===== src/rtl/alu_pkg.sv =====
// alu_pkg: ALU operation encoding shared by the ALU and the execute stage.
// Exports alu_op_e (RV32I integer register/immediate operations).
package alu_pkg;

    typedef enum logic [3:0] {
        ALU_ADD,
        ALU_SUB,
        ALU_SLL,
        ALU_SLT,
        ALU_SLTU,
        ALU_XOR,
        ALU_SRL,
        ALU_SRA,
        ALU_OR,
        ALU_AND
    } alu_op_e;

endpackage


===== src/rtl/ex_pkg.sv =====
// ex_pkg: execute-stage operand select, branch op encodings, insn size.
// Users also import alu_pkg for alu_op_e.
package ex_pkg;

    import alu_pkg::alu_op_e;

    typedef enum logic [1:0] {
        OPA_RS1,
        OPA_PC,
        OPA_ZERO
    } opa_sel_e;

    typedef enum logic {
        OPB_RS2,
        OPB_IMM
    } opb_sel_e;

    typedef enum logic [3:0] {
        BR_NONE,
        BR_EQ,
        BR_NE,
        BR_LT,
        BR_GE,
        BR_LTU,
        BR_GEU,
        BR_JAL,
        BR_JALR
    } br_op_e;

    localparam int INSN_BYTES = 4;

endpackage


===== src/rtl/alu.sv =====
// alu: combinational RV32I integer ALU.
// Ports: op, a, b in; y result, cmp_eq/cmp_lt/cmp_ltu compare flags of a vs b.
module alu
    import alu_pkg::*;
#(
    parameter int XLEN = 32
) (
    input  alu_op_e           op,
    input  logic [XLEN-1:0]   a,
    input  logic [XLEN-1:0]   b,
    output logic [XLEN-1:0]   y,
    output logic              cmp_eq,
    output logic              cmp_lt,
    output logic              cmp_ltu
);

    localparam int SHW = $clog2(XLEN);

    logic [SHW-1:0] shamt;

    assign shamt   = b[SHW-1:0];
    assign cmp_eq  = (a == b);
    assign cmp_lt  = ($signed(a) < $signed(b));
    assign cmp_ltu = (a < b);

    always_comb begin
        y = '0;
        unique case (op)
            ALU_ADD:  y = a + b;
            ALU_SUB:  y = a - b;
            ALU_SLL:  y = a << shamt;
            ALU_SLT:  y = {{(XLEN-1){1'b0}}, cmp_lt};
            ALU_SLTU: y = {{(XLEN-1){1'b0}}, cmp_ltu};
            ALU_XOR:  y = a ^ b;
            ALU_SRL:  y = a >> shamt;
            ALU_SRA:  y = $unsigned($signed(a) >>> shamt);
            ALU_OR:   y = a | b;
            ALU_AND:  y = a & b;
            default:  y = '0;
        endcase
    end

endmodule


===== src/rtl/execute_stage.sv =====
// execute_stage: RV32I execute; operand select, ALU, branch resolve, output slot.
// Ports: clk/rst(sync high)/flush; in_* decode handshake+fields; out_* memory
// handshake+fields; redirect_valid/redirect_pc fetch redirect pulse.
// Option: EX_MISALIGN_CHECK_EN flags misaligned taken targets via out_exc.
module execute_stage
    import alu_pkg::*;
    import ex_pkg::*;
#(
    parameter int              XLEN     = 32,
    parameter logic [XLEN-1:0] RESET_PC = '0
) (
    input  logic            clk,
    input  logic            rst,
    input  logic            flush,
    input  logic            in_valid,
    output logic            in_ready,
    input  logic [XLEN-1:0] in_pc,
    input  logic [XLEN-1:0] in_rs1,
    input  logic [XLEN-1:0] in_rs2,
    input  logic [XLEN-1:0] in_imm,
    input  alu_op_e         in_alu_op,
    input  opa_sel_e        in_a_sel,
    input  opb_sel_e        in_b_sel,
    input  br_op_e          in_br_op,
    input  logic [4:0]      in_rd,
    input  logic            in_wb_en,
    output logic            out_valid,
    input  logic            out_ready,
    output logic [XLEN-1:0] out_result,
    output logic [XLEN-1:0] out_store,
    output logic [XLEN-1:0] out_pc,
    output logic [4:0]      out_rd,
    output logic            out_wb_en,
    output logic            out_exc,
    output logic            redirect_valid,
    output logic [XLEN-1:0] redirect_pc
);

    logic [XLEN-1:0] op_a;
    logic [XLEN-1:0] op_b;
    logic [XLEN-1:0] alu_y;
    logic            cmp_eq;
    logic            cmp_lt;
    logic            cmp_ltu;
    logic [XLEN-1:0] link;
    logic [XLEN-1:0] br_tgt;
    logic [XLEN-1:0] jalr_sum;
    logic [XLEN-1:0] target;
    logic [XLEN-1:0] result;
    logic            is_jump;
    logic            taken;
    logic            exc;
    logic            accept;

    always_comb begin
        op_a = '0;
        unique case (in_a_sel)
            OPA_RS1:  op_a = in_rs1;
            OPA_PC:   op_a = in_pc;
            OPA_ZERO: op_a = '0;
            default:  op_a = '0;
        endcase
    end

    assign op_b = (in_b_sel == OPB_IMM) ? in_imm : in_rs2;

    alu #(
        .XLEN    (XLEN)
    ) u_alu (
        .op      (in_alu_op),
        .a       (op_a),
        .b       (op_b),
        .y       (alu_y),
        .cmp_eq  (cmp_eq),
        .cmp_lt  (cmp_lt),
        .cmp_ltu (cmp_ltu)
    );

    // Link address and targets use their own adders so the ALU stays free.
    assign link     = in_pc + XLEN'(INSN_BYTES);
    assign br_tgt   = in_pc + in_imm;
    assign jalr_sum = in_rs1 + in_imm;

    assign is_jump = (in_br_op == BR_JAL) || (in_br_op == BR_JALR);
    assign target  = (in_br_op == BR_JALR)
                   ? {jalr_sum[XLEN-1:1], 1'b0}
                   : br_tgt;
    assign result  = is_jump ? link : alu_y;

    always_comb begin
        taken = 1'b0;
        unique case (in_br_op)
            BR_NONE: taken = 1'b0;
            BR_EQ:   taken = cmp_eq;
            BR_NE:   taken = !cmp_eq;
            BR_LT:   taken = cmp_lt;
            BR_GE:   taken = !cmp_lt;
            BR_LTU:  taken = cmp_ltu;
            BR_GEU:  taken = !cmp_ltu;
            BR_JAL:  taken = 1'b1;
            BR_JALR: taken = 1'b1;
            default: taken = 1'b0;
        endcase
    end

`ifdef EX_MISALIGN_CHECK_EN
    assign exc = taken && (target[1:0] != 2'b00);
`else
    assign exc = 1'b0;
`endif

    assign in_ready = !out_valid || out_ready;
    assign accept   = in_valid && in_ready;

    // redirect_valid defaults low every cycle so it pulses once per
    // accepted taken transfer, independent of downstream stalls.
    always_ff @(posedge clk) begin
        if (rst) begin
            out_valid      <= 1'b0;
            out_result     <= '0;
            out_store      <= '0;
            out_pc         <= RESET_PC;
            out_rd         <= '0;
            out_wb_en      <= 1'b0;
            out_exc        <= 1'b0;
            redirect_valid <= 1'b0;
            redirect_pc    <= RESET_PC;
        end else begin
            redirect_valid <= 1'b0;
            if (flush) begin
                out_valid <= 1'b0;
            end else if (accept) begin
                out_valid      <= 1'b1;
                out_result     <= result;
                out_store      <= in_rs2;
                out_pc         <= in_pc;
                out_rd         <= in_rd;
                out_wb_en      <= in_wb_en && !exc;
                out_exc        <= exc;
                redirect_valid <= taken && !exc;
                if (taken) begin
                    redirect_pc <= target;
                end
            end else if (out_ready) begin
                out_valid <= 1'b0;
            end
        end
    end

endmodule


===== config.mk =====
export PLATFORM = sky130hd
export DESIGN_NAME = execute_stage
export DESIGN_NICKNAME = d
export VERILOG_FILES = /design/src/rtl/alu_pkg.sv /design/src/rtl/ex_pkg.sv /design/src/rtl/alu.sv /design/src/rtl/execute_stage.sv
export SDC_FILE = /design/constraint.sdc
export NUM_CORES = 1
export LEC_CHECK = 0
export CAP_MARGIN = 15
export CORE_MARGIN = 5
export CORE_UTILIZATION = 35
export CTS_CLUSTER_DIAMETER = 30
export DETAILED_ROUTE_END_ITERATION = 10
export GPL_TIMING_DRIVEN = 0
export SLEW_MARGIN = 20
export SYNTH_ARGS = -nofsm -noshare
export SYNTH_HDL_FRONTEND = slang
export SYNTH_SLANG_ARGS = --single-unit
export TNS_END_PERCENT = 1

===== constraint.sdc =====
create_clock -name clk -period 5.25 [get_ports clk]
set_input_delay 1.05 -clock clk [delete_from_list [all_inputs] [get_ports clk]]
set_output_delay 1.05 -clock clk [all_outputs]
set_load 0.01 [all_outputs]

## Word level (Yosys, flattened, before mapping)

Cells that the tools add are included.

- $add $sub $neg: 5
- Order comparisons: 2
- Equality and inequality tests: 19
- Shift operators: 3
- Multiplexer cells: 8
- Bitwise operators: 5
- Reduce and logical (&&, ||, !) cells: 15

Operator list:

| cell | number |
|---|---|
| $pmux 32 s10 | 1 |
| $add 32x32->32 | 3 |
| $mux 32 | 3 |
| $lt 32x32->1 | 2 |
| $pmux 32 s2 | 1 |
| $add 32x3->32 const B | 1 |
| $and 32x32->32 | 1 |
| $eq 32x32->1 | 1 |
| $eq 4x3->1 const B | 8 |
| $or 32x32->32 | 1 |
| $shl 32x5->32 | 1 |
| $shr 32x5->32 | 1 |
| $sshr 32x5->32 | 1 |
| $sub 32x32->32 | 1 |
| $xor 32x32->32 | 1 |
| $eq 4x2->1 const B | 4 |
| $eq 4x4->1 const B | 3 |
| $eq 4x1->1 const B | 2 |
| $pmux 1 s7 | 1 |
| $logic_not 1->1 | 4 |
| $logic_not 4->1 | 1 |
| $reduce_or 2->1 | 2 |
| $reduce_and 3->1 | 1 |
| $reduce_or 3->1 | 1 |
| other kinds (8) | 11 |

- Register bits: 136
- Bits of input ports: 150
- Output and inout bits: 138
- Word-level logic and storage cells: 65

## Longest topological paths before layout

- Depth in word-level cells: 6
- Mapped depth: 21
- Gate-level depth less buffers: 17

## By module

From an unflattened synthesis, not the netlist that was laid out.

- Cell total of the unflattened synthesis: 2,548
- Area, all modules: 18,195.0 um^2

By module, submodules not included:

| module | times used | cells an instance | area each (um^2) | seq. area each (um^2) |
|---|---|---|---|---|
| execute_stage | 1 | 1,297 | 9,744.3 | 2,722.6 |
| alu | 1 | 1,251 | 8,450.6 | 0.0 |

## Least setup slack after synthesis

No wires, ideal clock.

- Path kind: input -> register
- From: input in_a_sel[1]
- To: register redirect_pc[3]
- Library setup time: 0.128 ns
- Arrival: 5.122 ns
- Required time: 5.122 ns
- Slack: 0.000 ns
- Stages on the path: 21
- Buffers on the path: 5
- Path through: clkbuf_1 clkbuf_1 clkbuf_1 clkbuf_1 nor2_1 inv_1 ha_1 inv_1 fa_1 a21oi_2 o21bai_2 a211oi_2 o41a_4 a21oi_4 a2111oi_4 o21ai_2 mux2i_1 a31oi_4 buf_6 mux2i_1 nor2_1

- Longest elaborated chain between the ends: 6
- Elaborated cells between the ends (all ways): 11
- Classes of those cells: order compare (2); eq/ne (2); mux (2); reduce/logical (5)

Ends and longest elaborated chain:

| what | line | text |
|---|---|---|
| from (decl) | execute_stage.sv:22 | `input opa_sel_e in_a_sel,` |
| $eq 2x1->1 / $logic_not 2->1 (equally long branches) | execute_stage.sv:57 | `unique case (in_a_sel)` |
| $pmux 32 s2 * | execute_stage.sv:57 |  |
| $lt 32x32->1 (tied with other cells) | alu.sv:24 | `assign cmp_ltu = (a < b);` |
| $logic_not 1->1 (on tied branches) | execute_stage.sv:99, execute_stage.sv:95, execute_stage.sv:97 |  |
| $pmux 1 s7 * | execute_stage.sv:92 | `unique case (in_br_op)` |
| $reduce_and 3->1 (no line) * | - |  |
| to (signal assigned) | execute_stage.sv:142 | `redirect_pc <= target;` |
| to (decl) | execute_stage.sv:36 | `output logic [XLEN-1:0] redirect_pc` |

Mark *: on every way between the ends. The rest lies on a longest branch, timed or not.
A chain may end at the register's enable or synchronous reset.

## Worst setup path in the final report

- From: input in_rs2[0]
- To: register out_result[30]

- Longest elaborated chain between the ends: 4
- Elaborated cells between the ends (all ways): 8
- Classes of those cells: add/sub (2); shift (3); mux (3)

Ends and longest elaborated chain:

| what | line | text |
|---|---|---|
| from (decl) | execute_stage.sv:19 | `input logic [XLEN-1:0] in_rs2,` |
| $mux 32 * | execute_stage.sv:65 | `assign op_b = (in_b_sel == OPB_IMM) ? in_imm : in_rs2;` |
| $sub 32x32->32 (tied with other cells) | alu.sv:30 | `ALU_SUB: y = a - b;` |
| $pmux 32 s10 * | alu.sv:28 | `unique case (op)` |
| $mux 32 * | execute_stage.sv:88 | `assign result = is_jump ? link : alu_y;` |
| to (signal assigned) | execute_stage.sv:134 | `out_result <= result;` |
| to (decl) | execute_stage.sv:29 | `output logic [XLEN-1:0] out_result,` |

Marked as above.

==> summary.txt <==
Clock network
  – Clock Latency Late Sink: 0.49 ns
  – Longest Clk Path Bufs: 2
  – Clock Sinks: 136
  – CTS Buf Count: 17
  – Clock-pin slew on the worst setup and hold paths: roughly 0.06 ns
  – H-tree levels: 4
  – TritonCTS clock tree: yes
  – Clock tree root buffer cell: clkbuf_16

Synth
  – YS warnings: 0
  – Post-synthesis net count: between 2000 and 3000
  – Synth Area per Inst: around 6.9 um^2
  – Post-synth top flop: dfxtp_1
  – Mapped Cells: approximately 2600
  – Top-area cell type share of the netlist area: 15.1%
  – EDFF count, synth: 0
  – Post-synth ARST share: 0%
  – Top post-synthesis cells by area: dfxtp_1 (15%), ha_1 (11%), a21oi_1 (7.9%), nor2_1 (6.3%), o21ai_0 (6.3%)
  – Leading area contributor after synthesis: dfxtp_1
  – Synth cell types: 91
  – Synthesized flop and latch total: 136
  – Mapped Area: 18000 um^2
  – Post-synthesis sequential area ratio: between 10% and 20%

Place
  – IO Port Bufs: 282
  – DP HPWL: 95600 um
  – Placer Congestion: ~1.1

Power
  – Design Power: 4970 uW
  – PwrDens: 215 nW/um^2
  – LEAKAGE: 0.00899 uW
  – Peak VDD IR: 0.206 mV

Status
  – Failing checks: negative setup slack
  – Status: complete, but fails checks

Timing
  – Slew @ Worst Pin: ~1.2 ns
  – Period Utilization, post-route: 104%
  – Final setup margin: -0.208 ns
  – Setup TNS: -0.259 ns
  – RSZ-0062 raised after global routing: yes
  – Final Setup Violations: 4
  – Fin Hold WS: 0.455 ns
  – Maximum clock rate: ~0.18 GHz
  – Final min period: 5.46 ns
  – Skew final: between 0.02 and 0.025 ns
  – Slew Viols, Final: 0
  – Slew margin rel.: around 22%
  – Final Hold Vio Count: 0

Worst setup path
  – Crit Path Category: input port to register
  – Critical Path AT: about 5.8 ns
  – CP required: 5.64 ns
  – CP Capture Type: register
  – Worst-path fanout max: 11
  – Startpoint types: input port

Global routing
  – Vias in the first global route: about 22000
  – Grt total ovfl: 0
  – Largest net degree at the start of global routing: 30
  – First-pass GRT wire length: 158000 um
  – Initial antenna violation count: 1
  – GRT Total Usage: 38.4%

Floorplanning
  – Die X-Extent: roughly 240 um
  – DIE AREA: 56200 um^2
  – Row Count: 83
  – Chip Height: around 240 um
  – Core Area: 51200 um^2
  – I/O pin total: between 200 and 300
  – Initial Utilization: 35.2%

Route
  – Routed Antenna Nets: 0
  – Via count: 22900
  – Routed wire length: between 100000 and 150000 um
  – DRT Pass-1 Iters: 6
  – Detailed Route Iter0 Violations: 2802
  – Vias/cell: 6.32
  – Drc violations: 0
  – DR WL/cell: 31.7 um

Final layout
  – Layout area overhead: 28.0%
  – Final #Nets: 3245
  – Layout cell share with drive strength beyond 1: 8.13%

Job
  – Maximum Capacitance Violations: 0

Hold path
  – Worst Hold Class: register to register
[registers in the layout (all words and copies together) (netlist names)]
signal and count:
out_pc 32, out_result 32, out_store 32, redirect_pc 32, out_rd 5, out_valid 1
out_wb_en 1, redirect_valid 1
[worst max-delay path, stage by stage]
cell,delay [ns]
clkdlybuf4s50_1,0.42
mux2_4,0.31
buf_4,0.20
inv_2,0.08
buf_2,0.28
buf_2,0.33
buf_2,0.41
ha_1,0.38
nand2_1,0.07
o21ai_0,0.45
mux2i_1,0.53
nand2_1,0.17
o21ai_0,0.17
o21ai_0,0.49
a21oi_1,0.19
o22a_1,0.20
o21ai_0,0.08
[path summary, 6_finish.rpt]
check | from | to | slack, ns | depth (start not counted)
max | in_rs2[0] | out_result[30] | -0.21 | 17
min | out_store[17] | out_store[17] | 0.45 | 2
max reg2reg | out_valid | out_store[0] | 0.76 | 8
min reg2reg | out_store[17] | out_store[17] | 0.45 | 2
[cells in the mapped netlist, types with 9 or more instances]
cell and n:
a2111oi_0 17, a211o_1 9, a211oi_1 40, a21o_1 45, a21oi_1 285, a221oi_1 24, a22oi_1 18, a31oi_1 22
and2_1 12, and3_1 18, buf_1 19, buf_2 23, clkbuf_1 117, dfxtp_1 136, ha_1 163, inv_1 121
mux2_2 38, mux2i_1 111, nand2_1 304, nand2b_1 24, nand3_1 57, nand4_1 12, nor2_1 305, nor2b_1 26
nor3_1 60, nor4_1 10, o2111ai_1 9, o211ai_1 29, o21a_1 15, o21ai_0 228, o21bai_1 17, o221ai_1 13
o22ai_1 20, o31ai_1 11, or3_1 17, xnor2_1 58, xor2_1 46
[layer usage]
metal  part of all wire (%)  track usage [%]  vias up
met5                      0                0        -
met4                    7.4             22.2        0
met3                    8.3             6.79      338
met2                     45             62.0     1360
met1                     40             48.2    11100
li1                       -                -    10100
[per-stage QoR]
stage / area [um^2] / setup WS, ns / util [%] / instances
2_1_floorplan: 18000 / 0.000443 / - / 2617
3_3_place_gp: 21700 / -2.92 / 42.4 / 3579
3_5_place_dp: 21700 / -2.73 / 42.4 / 3579
4_1_cts: 22700 / -0.0936 / 44.3 / 3616
5_1_grt: 23100 / -0.120 / 45.1 / 3621
6_report: 23100 / -0.208 / 45.1 / 3622
[timing repair]
| action | CTS | global route |
|---|---|---|
| endpoints found under the setup margin | 65 | 48 |
| hold buffers | 0 | 0 |
| cloned | 0 | 1 |
| gates resized for setup | 101 | 95 |
| pin swaps | 7 | 18 |
| buffers inserted | 12 | 8 |
[cell type report]
class | instances | area, um^2
buffer | 157 | 877
fill | 5216 | 28100
antenna | 1 | 2.50
clock inverter | 13 | 145
timing repair buffer | 303 | 3010
tap | 680 | 851
clock buffer | 19 | 433
multi-input combinational | 2188 | 14600
sequential | 136 | 2720
inverter | 125 | 477
[logic make-up (layout without fill, tap and decap cells)]
| kind of cell | count (synthesis) | count (layout) | share of synthesized area, % |
|---|---|---|---|
| AOI/OAI and AO/OA | 887 | 887 | 31.3 |
| DFF | 136 | 136 | 15.1 |
| adders and majority gates | 167 | 167 | 11.8 |
| buffers and inverters | 293 | 617 | 6.55 |
| and+or+nand+nor | 880 | 880 | 21.7 |
| xor gates and xnor gates | 104 | 104 | 5.05 |
| muxes | 149 | 149 | 8.54 |
| other | 1 | 2 | 0.0208 |
[where the power goes]
group          internal, uW  switching, uW
registers              1080           32.5
clock network           703            558
logic                   895           1700
[cells in the final DEF (no fill, tap or decap), drive strengths merged, types with 57 or more instances in the layout]
master / instances
a21oi: 287
buf: 68
clkbuf: 129
clkdlybuf4s50: 273
dfxtp: 136
ha: 163
inv: 128
mux2i: 111
nand2: 304
nand3: 57
nor2: 306
nor3: 60
o21ai: 234
xnor2: 58
Power figures use the tool's default switching activity.
